==> src/rtl/arb_pkg.sv <==
// Shared definitions for the 4-way round-robin arbiter.
//   NUM_REQ / IDX_W / CNT_W : requester count, index width, hold counter width
//   state_t                 : arbiter FSM encoding
//   pick_first()            : rotate-and-priority-encode of a request vector
package arb_pkg;

  localparam int NUM_REQ = 4;
  localparam int IDX_W   = 2;
  localparam int CNT_W   = 4;

  typedef enum logic {
    ST_IDLE = 1'b0,
    ST_BUSY = 1'b1
  } state_t;

  typedef struct packed {
    logic             found;
    logic [IDX_W-1:0] idx;
  } pick_t;

  // First set bit of req when scanning start, start+1, ... (mod NUM_REQ).
  // Doubling the vector turns the rotation into a plain part-select.
  function automatic pick_t pick_first(input logic [NUM_REQ-1:0] req,
                                       input logic [IDX_W-1:0]   start);
    logic [2*NUM_REQ-1:0] dbl;
    logic [NUM_REQ-1:0]   rot;
    pick_t                res;
    dbl = {req, req};
    rot = dbl[start +: NUM_REQ];
    res = '0;
    // Descending scan so the lowest rotated position wins.
    for (int k = NUM_REQ - 1; k >= 0; k--) begin
      if (rot[k]) begin
        res.found = 1'b1;
        res.idx   = start + IDX_W'(k);
      end
    end
    return res;
  endfunction

endpackage

==> src/rtl/arb_rr4_dec2to4_en.sv <==
// 2-to-4 one-hot decoder with enable.
//   i_idx : binary index
//   i_en  : enable; output is 0000 when low
//   o_dec : one-hot decode of i_idx
module dec2to4_en
  import arb_pkg::*;
(
  input  logic [IDX_W-1:0]   i_idx,
  input  logic               i_en,
  output logic [NUM_REQ-1:0] o_dec
);

  always_comb begin
    o_dec = '0;
    if (i_en) o_dec[i_idx] = 1'b1;
  end

endmodule

==> src/rtl/arb_rr4.sv <==
// 4-requester round-robin arbiter with bounded hold time.
//   i_clk      : system clock, rising edge
//   i_rst_n    : synchronous active-low reset
//   i_en       : arbitration enable; low blocks new grants, never revokes one
//   i_req      : request vector, bit i = requester i
//   o_gnt      : one-hot grant, 0000 when idle
//   o_gnt_idx  : index of current grantee; holds last value when idle
//   o_gnt_vld  : high while a grant is active
//
// state   | meaning
// --------+------------------------------------------
// ST_IDLE | no grant; waiting for enable and a request
// ST_BUSY | one grant active, hold counter running
module arb_rr4
  import arb_pkg::*;
#(
  parameter int HOLD_MAX = 8
) (
  input  logic               i_clk,
  input  logic               i_rst_n,
  input  logic               i_en,
  input  logic [NUM_REQ-1:0] i_req,
  output logic [NUM_REQ-1:0] o_gnt,
  output logic [IDX_W-1:0]   o_gnt_idx,
  output logic               o_gnt_vld
);

  localparam logic [CNT_W-1:0] CNT_LAST = CNT_W'(HOLD_MAX - 1);

  state_t           r_state;
  logic [IDX_W-1:0] r_gnt_idx;
  logic             r_gnt_vld;
  logic [IDX_W-1:0] r_ptr;
  logic [CNT_W-1:0] r_cnt;

  state_t           w_state_nxt;
  logic [IDX_W-1:0] w_gnt_idx_nxt;
  logic             w_gnt_vld_nxt;
  logic [IDX_W-1:0] w_ptr_nxt;
  logic [CNT_W-1:0] w_cnt_nxt;

  logic             w_release;
  logic [IDX_W-1:0] w_start;
  pick_t            w_pick;
  logic             w_grant;

  // While busy the search begins just after the grantee, so the grantee
  // itself is reached last and is re-picked only when nobody else waits.
  assign w_release = !i_req[r_gnt_idx] || (r_cnt == CNT_LAST);
  assign w_start   = (r_state == ST_BUSY) ? r_gnt_idx + IDX_W'(1) : r_ptr;
  assign w_pick    = pick_first(i_req, w_start);
  assign w_grant   = i_en && w_pick.found;

  always_ff @(posedge i_clk) begin
    if (!i_rst_n) begin
      r_state   <= ST_IDLE;
      r_gnt_idx <= '0;
      r_gnt_vld <= 1'b0;
      r_ptr     <= '0;
      r_cnt     <= '0;
    end else begin
      r_state   <= w_state_nxt;
      r_gnt_idx <= w_gnt_idx_nxt;
      r_gnt_vld <= w_gnt_vld_nxt;
      r_ptr     <= w_ptr_nxt;
      r_cnt     <= w_cnt_nxt;
    end
  end

  always_comb begin
    w_state_nxt = r_state;
    case (r_state)
      ST_IDLE: if (w_grant) w_state_nxt = ST_BUSY;
      ST_BUSY: if (w_release && !w_grant) w_state_nxt = ST_IDLE;
      default: w_state_nxt = ST_IDLE;
    endcase
  end

  always_comb begin
    w_gnt_idx_nxt = r_gnt_idx;
    w_gnt_vld_nxt = r_gnt_vld;
    w_ptr_nxt     = r_ptr;
    w_cnt_nxt     = r_cnt;
    case (r_state)
      ST_IDLE: begin
        if (w_grant) begin
          w_gnt_idx_nxt = w_pick.idx;
          w_gnt_vld_nxt = 1'b1;
          w_cnt_nxt     = '0;
        end
      end
      ST_BUSY: begin
        if (w_release) begin
          w_ptr_nxt = r_gnt_idx + IDX_W'(1);
          w_cnt_nxt = '0;
          if (w_grant) begin
            w_gnt_idx_nxt = w_pick.idx;
            w_gnt_vld_nxt = 1'b1;
          end else begin
            w_gnt_vld_nxt = 1'b0;
          end
        end else begin
          w_cnt_nxt = r_cnt + CNT_W'(1);
        end
      end
      default: begin
        w_gnt_vld_nxt = 1'b0;
        w_cnt_nxt     = '0;
      end
    endcase
  end

  dec2to4_en u_dec (
    .i_idx (r_gnt_idx),
    .i_en  (r_gnt_vld),
    .o_dec (o_gnt)
  );

  assign o_gnt_idx = r_gnt_idx;
  assign o_gnt_vld = r_gnt_vld;

endmodule

==> config.mk <==
export PLATFORM = sky130hd
export DESIGN_NAME = arb_rr4
export DESIGN_NICKNAME = d
export VERILOG_FILES = /design/src/rtl/arb_pkg.sv /design/src/rtl/arb_rr4_dec2to4_en.sv /design/src/rtl/arb_rr4.sv
export SDC_FILE = /design/constraint.sdc
export NUM_CORES = 1
export LEC_CHECK = 0
export ABC_CLOCK_PERIOD_IN_PS = 1900
export BUFFER_PORTS_ARGS = -buffer_cell sky130_fd_sc_hd__buf_2
export CAP_MARGIN = 20
export CORE_MARGIN = 8
export CORE_UTILIZATION = 45
export CTS_CLUSTER_SIZE = 28
export DETAILED_ROUTE_END_ITERATION = 7
export PLACE_DENSITY = 0.67
export REMOVE_ABC_BUFFERS = 1
export SYNTH_ARGS = -nofsm -noshare
export SYNTH_HDL_FRONTEND = slang
export SYNTH_HIERARCHICAL = 1
export SYNTH_SLANG_ARGS = --single-unit
export TNS_END_PERCENT = 10
==> constraint.sdc <==
create_clock -name i_clk -period 1.9 [get_ports i_clk]
set_clock_uncertainty 0.2 [all_clocks]
set_input_delay 0.095 -clock i_clk [delete_from_list [all_inputs] [get_ports i_clk]]
set_output_delay 0.095 -clock i_clk [all_outputs]
set_load 0.02 [all_outputs]
==> run_results.csv, run 1 <==
group,metric,value,unit
cells_and_area,finalInstanceArea,840,um2
global_routing,grt_pass1_wl,2.66,mm
synth,netlist_area,707,um2
synth,yosysMostFrequentCell,"dfxtp_1",
synth,ys_ff_latch,10,
global_routing,use_met1,0.118,
global_routing,use_met3,0.0320,
placed_design,port_buffers,13,
clock_network,root_buffer,"clkbuf_4",
global_routing,antenna_found_initial,0,
placed_design,place_area,786,um2
route,drt_iter0_markers,9,
placed_design,dp.cells,110,
route,wl_per_cell,13.7,um
flow_run,cap_viol_max_count,0,
hold_path,worstHoldPathType,"input port to flop",
clock_network,clkLatencyLatePin,0.27,ns
clock_network,cts_tree,"yes",
pwr,irDropWorstVdd,0.561,mV
clock_network,postCtsSetupBuffers,0,
worst_setup_path,critPathMaxFanout,5,
synth,yosys.area.top_type,"dfxtp_1",
worst_setup_path,rrSetupSlack,0.13,ns
synth,synth_edf_count,0,
route,ant_nets,0,
floorplanning,start_util,0.475,
route,routed_wl,1.57,mm
synth,ys_async_sr_fraction,0,
route,drc_errors,0,
clock_network,htreeDepth,1,
synth,synthDistinctLibCells,40,
route,via_count,645,
synth,synth_top_area_share,0.283,
floorplanning,ios,14,
placed_design,gp_congestion,0.861,
clock_network,clkSlewWorstSetupHoldPaths,0.07,ns
timing,rsz0062_at_grt,"no",
cells_and_area,layout-drive-gt1-share,0.323,
clock_network,clock_sinks,10,
pwr,powerDensity,693,mW/mm2
cells_and_area,post-route-util,0.564,
worst_setup_path,critPathRequiredTime,1.86,ns
worst_setup_path,worstPathCellList,"mux4_2, nand3_4, nand2_4, o311a_1",
floorplanning,die_area,0.00310,mm2
route,firstDrtPassIters,4,
synth,synthCells,82,
synth,ys_dominant_reg_cell,"dfxtp_1",
floorplanning,die_h,55.6,um
worst_setup_path,cp.arrival,1.73,ns
timing,finalCriticalPeriod,1.77,ns
worst_setup_path,critPathMaxStageDelay,0.56,ns
synth,yosysWarnings,6,
cells_and_area,finalNetCount,108,
timing,slew_headroom,0.773,
timing,hold_violations,0,
worst_setup_path,critPathKind,"flop to flop",
cells_and_area,syn2layout_area_growth,18.8,%
cells_and_area,n_antenna_cell,0,
global_routing,grt_pass1_vias,639,
outcome,status,"finished clean",
global_routing,overflow,0,
worst_setup_path,critPathLaunchType,"flop",
floorplanning,core_area,0.00149,mm2
timing,setup_viol_count_final,0,
synth,synthTopCellsByArea,"dfxtp_1 28%, nor2_1 4.8%, or3b_2 3.7%",
worst_setup_path,cp_num_buf_inv,0,
route,vias_per_cell,5.61,
global_routing,track_usage,0.101,
worst_setup_path,critPathSlowestCell,"mux4_2",
timing,timing.fmax,565,MHz
timing,worst_pin_slew,0.337,ns
clock_network,cts_made_buffers,3,
global_routing,grt.busiest_layer,"met2",
synth,avgSynthCellArea,8.62,um2
timing,final_max_slew_viol_count,0,
worst_setup_path,cp_top_family,"multiplexers",
synth,synth_common_cells,"10 x dfxtp_1, 9 x nor2_1, 5 x a21oi_1, 5 x nand3_1, 5 x o21ai_0",
synth,ys_seq_area_frac,0.283,
placed_design,hpwlAfterDp,1.19,mm
worst_setup_path,endpoint_kind,"flop",
floorplanning,die_w,55.6,um
floorplanning,fp-row-count,14,
cells_and_area,final_cells,115,
timing,finalCritPeriodShare,0.932,
cells_and_area,nFillCells,144,
global_routing,grtUsageMet2,0.160,
pwr,leakagePower,0.000352,uW
clock_network,cts.path.max_buffers,2,
global_routing,grt_max_degree,17,
-- flip-flops by register name, summed over array words and instances, names as in the netlist --
name       count
r_cnt          4
r_ptr          2
o_gnt_idx      2
o_gnt_vld      1
r_state        1
-- layer usage --
metal	wire length [um]	up-vias	share of wire
li1	-	342	-
met1	755	288	0.48
met2	722	13	0.46
met3	78	2	0.050
met4	15	0	0.0095
met5	0	-	0
-- worst register-to-register path, cell delays in order, from the launching register on --
cell and delay, ns:
dfxtp_1 0.35, mux4_2 0.56, nand3_4 0.13, nand2_4 0.07
o311a_1 0.34
-- timing repair --
item	in CTS	in global routing
resized for setup	0	2
hold buffers	1	0
hold endpoints to repair	3	0
setup endpoints to repair	0	1
-- cells by family (layout without fill, tap and decap cells) --
kind of cell / Yosys count / after routing / share of synthesized area
AND/OR/NAND/NOR: 41 / 41 / 0.372
buffers and inverters: 5 / 22 / 0.0407
flip-flops: 10 / 10 / 0.283
multiplexers: 2 / 2 / 0.0460
XOR/XNOR: 1 / 1 / 0.0124
adder cells (fa/ha/maj): 2 / 2 / 0.0319
AO/OA/AOI/OAI: 21 / 21 / 0.214
-- area by class of cell --
cell class                 instances  area (um2)  area share
sequential                        10         201       0.240
inverter                           2        7.51     0.00894
tap                               16        20.0      0.0238
timing repair buffer              16        90.1       0.107
clock buffer                       4        36.3      0.0432
multi-input combinational         67         484       0.577
-- through the flow --
stage	TNS (ns)	power [uW]	worst slack (ns)	hold WS, ns
3_3_place_gp	0	388	0.0942	0.179
4_1_cts	0	583	0.0570	0.0382
5_1_grt	0	611	0.0683	0.0546
3_5_place_dp	0	388	0.0728	0.186
6_report	0	581	0.129	0.0359
2_1_floorplan	-0.415	339	-0.161	0.0167
-- final timing paths --
check                            start                         to  depth (start not counted)
max          o_gnt_idx[1]$_SDFFE_PN0P_  o_gnt_idx[1]$_SDFFE_PN0P_                          4
min                               i_en         r_state$_SDFF_PN0_                          4
max reg2reg  o_gnt_idx[1]$_SDFFE_PN0P_  o_gnt_idx[1]$_SDFFE_PN0P_                          4
min reg2reg      r_cnt[3]$_SDFFE_PN0P_      r_cnt[3]$_SDFFE_PN0P_                          2
-- placed cells by master, fill, tap and decap left out, drive strengths merged, types with 2 or more instances in the layout --
cell type   n
o21ai       5
clkbuf      4
and3        2
buf        15
nor2        9
nand3b      2
nand2       5
inv         2
nand3       6
or3b        3
nor3b       3
a21oi       5
nand2b      4
and3b       2
dfxtp      10
-- power breakdown --
part	switching, uW	internal (uW)	total (uW)	leakage, uW
Sequential	18.7	222	241	0.0000820
Combinational	81.2	65.8	147	0.000249
Clock	77.3	116	194	0.0000210
Total	177	404	581	0.000352
(Power assumes the default switching activity.)
==> run 2: changes to the inputs <==
--- a/config.mk
+++ b/config.mk
@@ -9,10 +9,10 @@
 export BUFFER_PORTS_ARGS = -buffer_cell sky130_fd_sc_hd__buf_2
 export CAP_MARGIN = 20
 export CORE_MARGIN = 8
-export CORE_UTILIZATION = 45
+export CORE_UTILIZATION = 25
 export CTS_CLUSTER_SIZE = 28
 export DETAILED_ROUTE_END_ITERATION = 7
-export PLACE_DENSITY = 0.67
+export PLACE_DENSITY = 0.41
 export REMOVE_ABC_BUFFERS = 1
 export SYNTH_ARGS = -nofsm -noshare
 export SYNTH_HDL_FRONTEND = slang
==> run_results.csv, run 2 (synthesis gave the netlist of run 1 again) <==
group,metric,value,unit
outcome,status,"finished clean",
pwr,total_power,577,uW
cells_and_area,final_common_cell,"buf_2",
cells_and_area,finalNetCount,109,
pwr,netSwitchingPower,172,uW
pwr,leakagePower,0.000355,uW
cells_and_area,nFillCells,315,
floorplanning,fp-row-count,19,
timing,timing.fmax,561,MHz
global_routing,grt_pass1_vias,660,
worst_setup_path,cp_top_family,"multiplexers",
cells_and_area,largest_register,"r_cnt",
pwr,p_comb_frac,0.261,
timing,setup_viol_count_final,0,
timing,hold_violations,0,
clock_network,cts_made_buffers,3,
global_routing,antenna_found_initial,0,
hold_path,worstHoldPathType,"input port to flop",
placed_design,dp.cells,126,
pwr,power_frac_clock,0.325,
pwr,netSwitchingFraction,0.298,
placed_design,gp_congestion,0.733,
route,drt_iter0_markers,85,
clock_network,cts_tree,"yes",
pwr,irDropWorstVdd,0.464,mV
timing,finalCritPeriodShare,0.938,
clock_network,clock_sinks,10,
route,ant_nets,0,
clock_network,htreeDepth,1,
flow_run,cap_viol_max_count,0,
route,routed_wl,1.72,mm
cells_and_area,layout_common_cells,"13 x buf_2, 9 x nor2_1, 9 x dfxtp_1",
worst_setup_path,critPathKind,"flop to flop",
timing,slew_headroom,0.818,
floorplanning,die_area,0.00479,mm2
floorplanning,start_util,0.261,
pwr,p_int,405,uW
clock_network,root_buffer,"clkbuf_4",
worst_setup_path,critPathMaxFanout,5,
global_routing,grt_max_degree,14,
clock_network,postCtsSetupBuffers,0,
worst_setup_path,critPathSlowestCell,"mux4_2",
worst_setup_path,critPathLaunchType,"flop",
worst_setup_path,crit_start,"o_gnt_idx[1]$_SDFFE_PN0P_",
clock_network,cts.path.max_buffers,2,
worst_setup_path,critPathMaxStageDelay,0.58,ns
worst_setup_path,endpoint_kind,"flop",
cells_and_area,largest_reg_flops,4,
global_routing,grt_pass1_wl,2.88,mm
worst_setup_path,cp_num_buf_inv,0,
floorplanning,die_w,69.2,um
cells_and_area,syn2layout_area_growth,21.6,%
timing,final_max_slew_viol_count,0,
floorplanning,die_h,69.2,um
timing,rsz0062_at_grt,"no",
cells_and_area,final_cells,131,
pwr,powerDensity,671,mW/mm2
hold_path,min-delay-start,"i_req[1]",
route,vias_per_cell,5.13,
worst_setup_path,cp.arrival,1.73,ns
floorplanning,core_area,0.00271,mm2
cells_and_area,layout-drive-gt1-share,0.320,
timing,finalCriticalPeriod,1.78,ns
global_routing,track_usage,0.0693,
clock_network,clkLatencyLatePin,0.26,ns
route,wl_per_cell,13.1,um
pwr,pwr-share-seq,0.414,
placed_design,hpwlAfterDp,1.33,mm
clock_network,clkSlewWorstSetupHoldPaths,0.07,ns
worst_setup_path,worstPathCellList,"mux4_2, nand3_4, nand2_4, o311a_1",
cells_and_area,n_antenna_cell,0,
placed_design,port_buffers,13,
route,firstDrtPassIters,4,
worst_setup_path,critPathRequiredTime,1.85,ns
route,drc_errors,0,
route,via_count,672,
global_routing,overflow,0,
timing,worst_pin_slew,0.271,ns
floorplanning,ios,14,
worst_setup_path,r2r-start,"o_gnt_idx[1]$_SDFFE_PN0P_",
==> run 2: changes by cell type in the layout (fill, tap and decap cells not counted) <==
| cell | delta |
|---|---|
| a221oi_1 | +1 |
| buf_4 | +1 |
| a221oi_2 | -1 |
==> run 2: metrics by stage <==
| step | instance area, um2 | hold WS (ns) | TNS [ns] | setup slack [ns] | util |
|---|---|---|---|---|---|
| 6_report | 860 | 0.0520 | 0 | 0.118 | 0.317 |
| 5_1_grt | 860 | 0.0562 | 0 | 0.0742 | 0.317 |
| 4_1_cts | 858 | 0.0445 | 0 | 0.119 | 0.317 |
| 3_5_place_dp | 812 | 0.184 | 0 | 0.131 | 0.300 |
| 3_3_place_gp | 812 | 0.192 | 0 | 0.102 | 0.300 |
| 2_1_floorplan | 686 | 0.0167 | -0.415 | -0.161 | - |
==> run 2: worst paths after layout <==
kind | end | slack [ns] | depth (start not counted)
max reg2reg | o_gnt_idx[1]$_SDFFE_PN0P_ | 0.12 | 4
max | o_gnt_idx[1]$_SDFFE_PN0P_ | 0.12 | 4
min reg2reg | r_cnt[3]$_SDFFE_PN0P_ | 0.31 | 2
min | o_gnt_idx[0]$_SDFFE_PN0P_ | 0.05 | 3
==> run 2: per-layer routing <==
layer	global-route usage	vias to the layer above	wire length, um
li1	-	347	-
met1	0.0821	312	851
met2	0.114	9	801
met3	0.0172	4	51
met4	0.0319	0	11
met5	0	-	0
==> run 2: area by class of cell <==
| class | count | area (um2) | share of cell area |
|---|---|---|---|
| Inverter | 2 | 7.51 | 0.00873 |
| Multi-Input combinational cell | 67 | 478 | 0.556 |
| Timing Repair Buffer | 17 | 97.6 | 0.114 |
| Sequential cell | 10 | 201 | 0.234 |
| Clock buffer | 4 | 36.3 | 0.0422 |
| Tap cell | 31 | 38.8 | 0.0451 |
==> run 2: what timing repair did <==
| item | in CTS | in global routing |
|---|---|---|
| endpoints found under the hold margin | 3 | 0 |
| endpoints found under the setup margin | 0 | 1 |
| hold buffers | 1 | 0 |
| resized for setup | 0 | 1 |
==> run 2: tightest hold or removal path, delay by kind of cell <==
family                 cells  cell delay, ns
buffers and inverters      1            0.13
AO/OA/AOI/OAI              2            0.24
==> run 2: power groups by stage <==
| stage | combinational (uW) | sequential, uW | clock [uW] |
|---|---|---|---|
| 5_1_grt | 164 | 241 | 203 |
| 6_report | 151 | 239 | 188 |
| 3_5_place_dp | 150 | 243 | 0 |
| 2_1_floorplan | 85.3 | 254 | 0 |
| 4_1_cts | 152 | 238 | 195 |
| 3_3_place_gp | 152 | 243 | 0 |
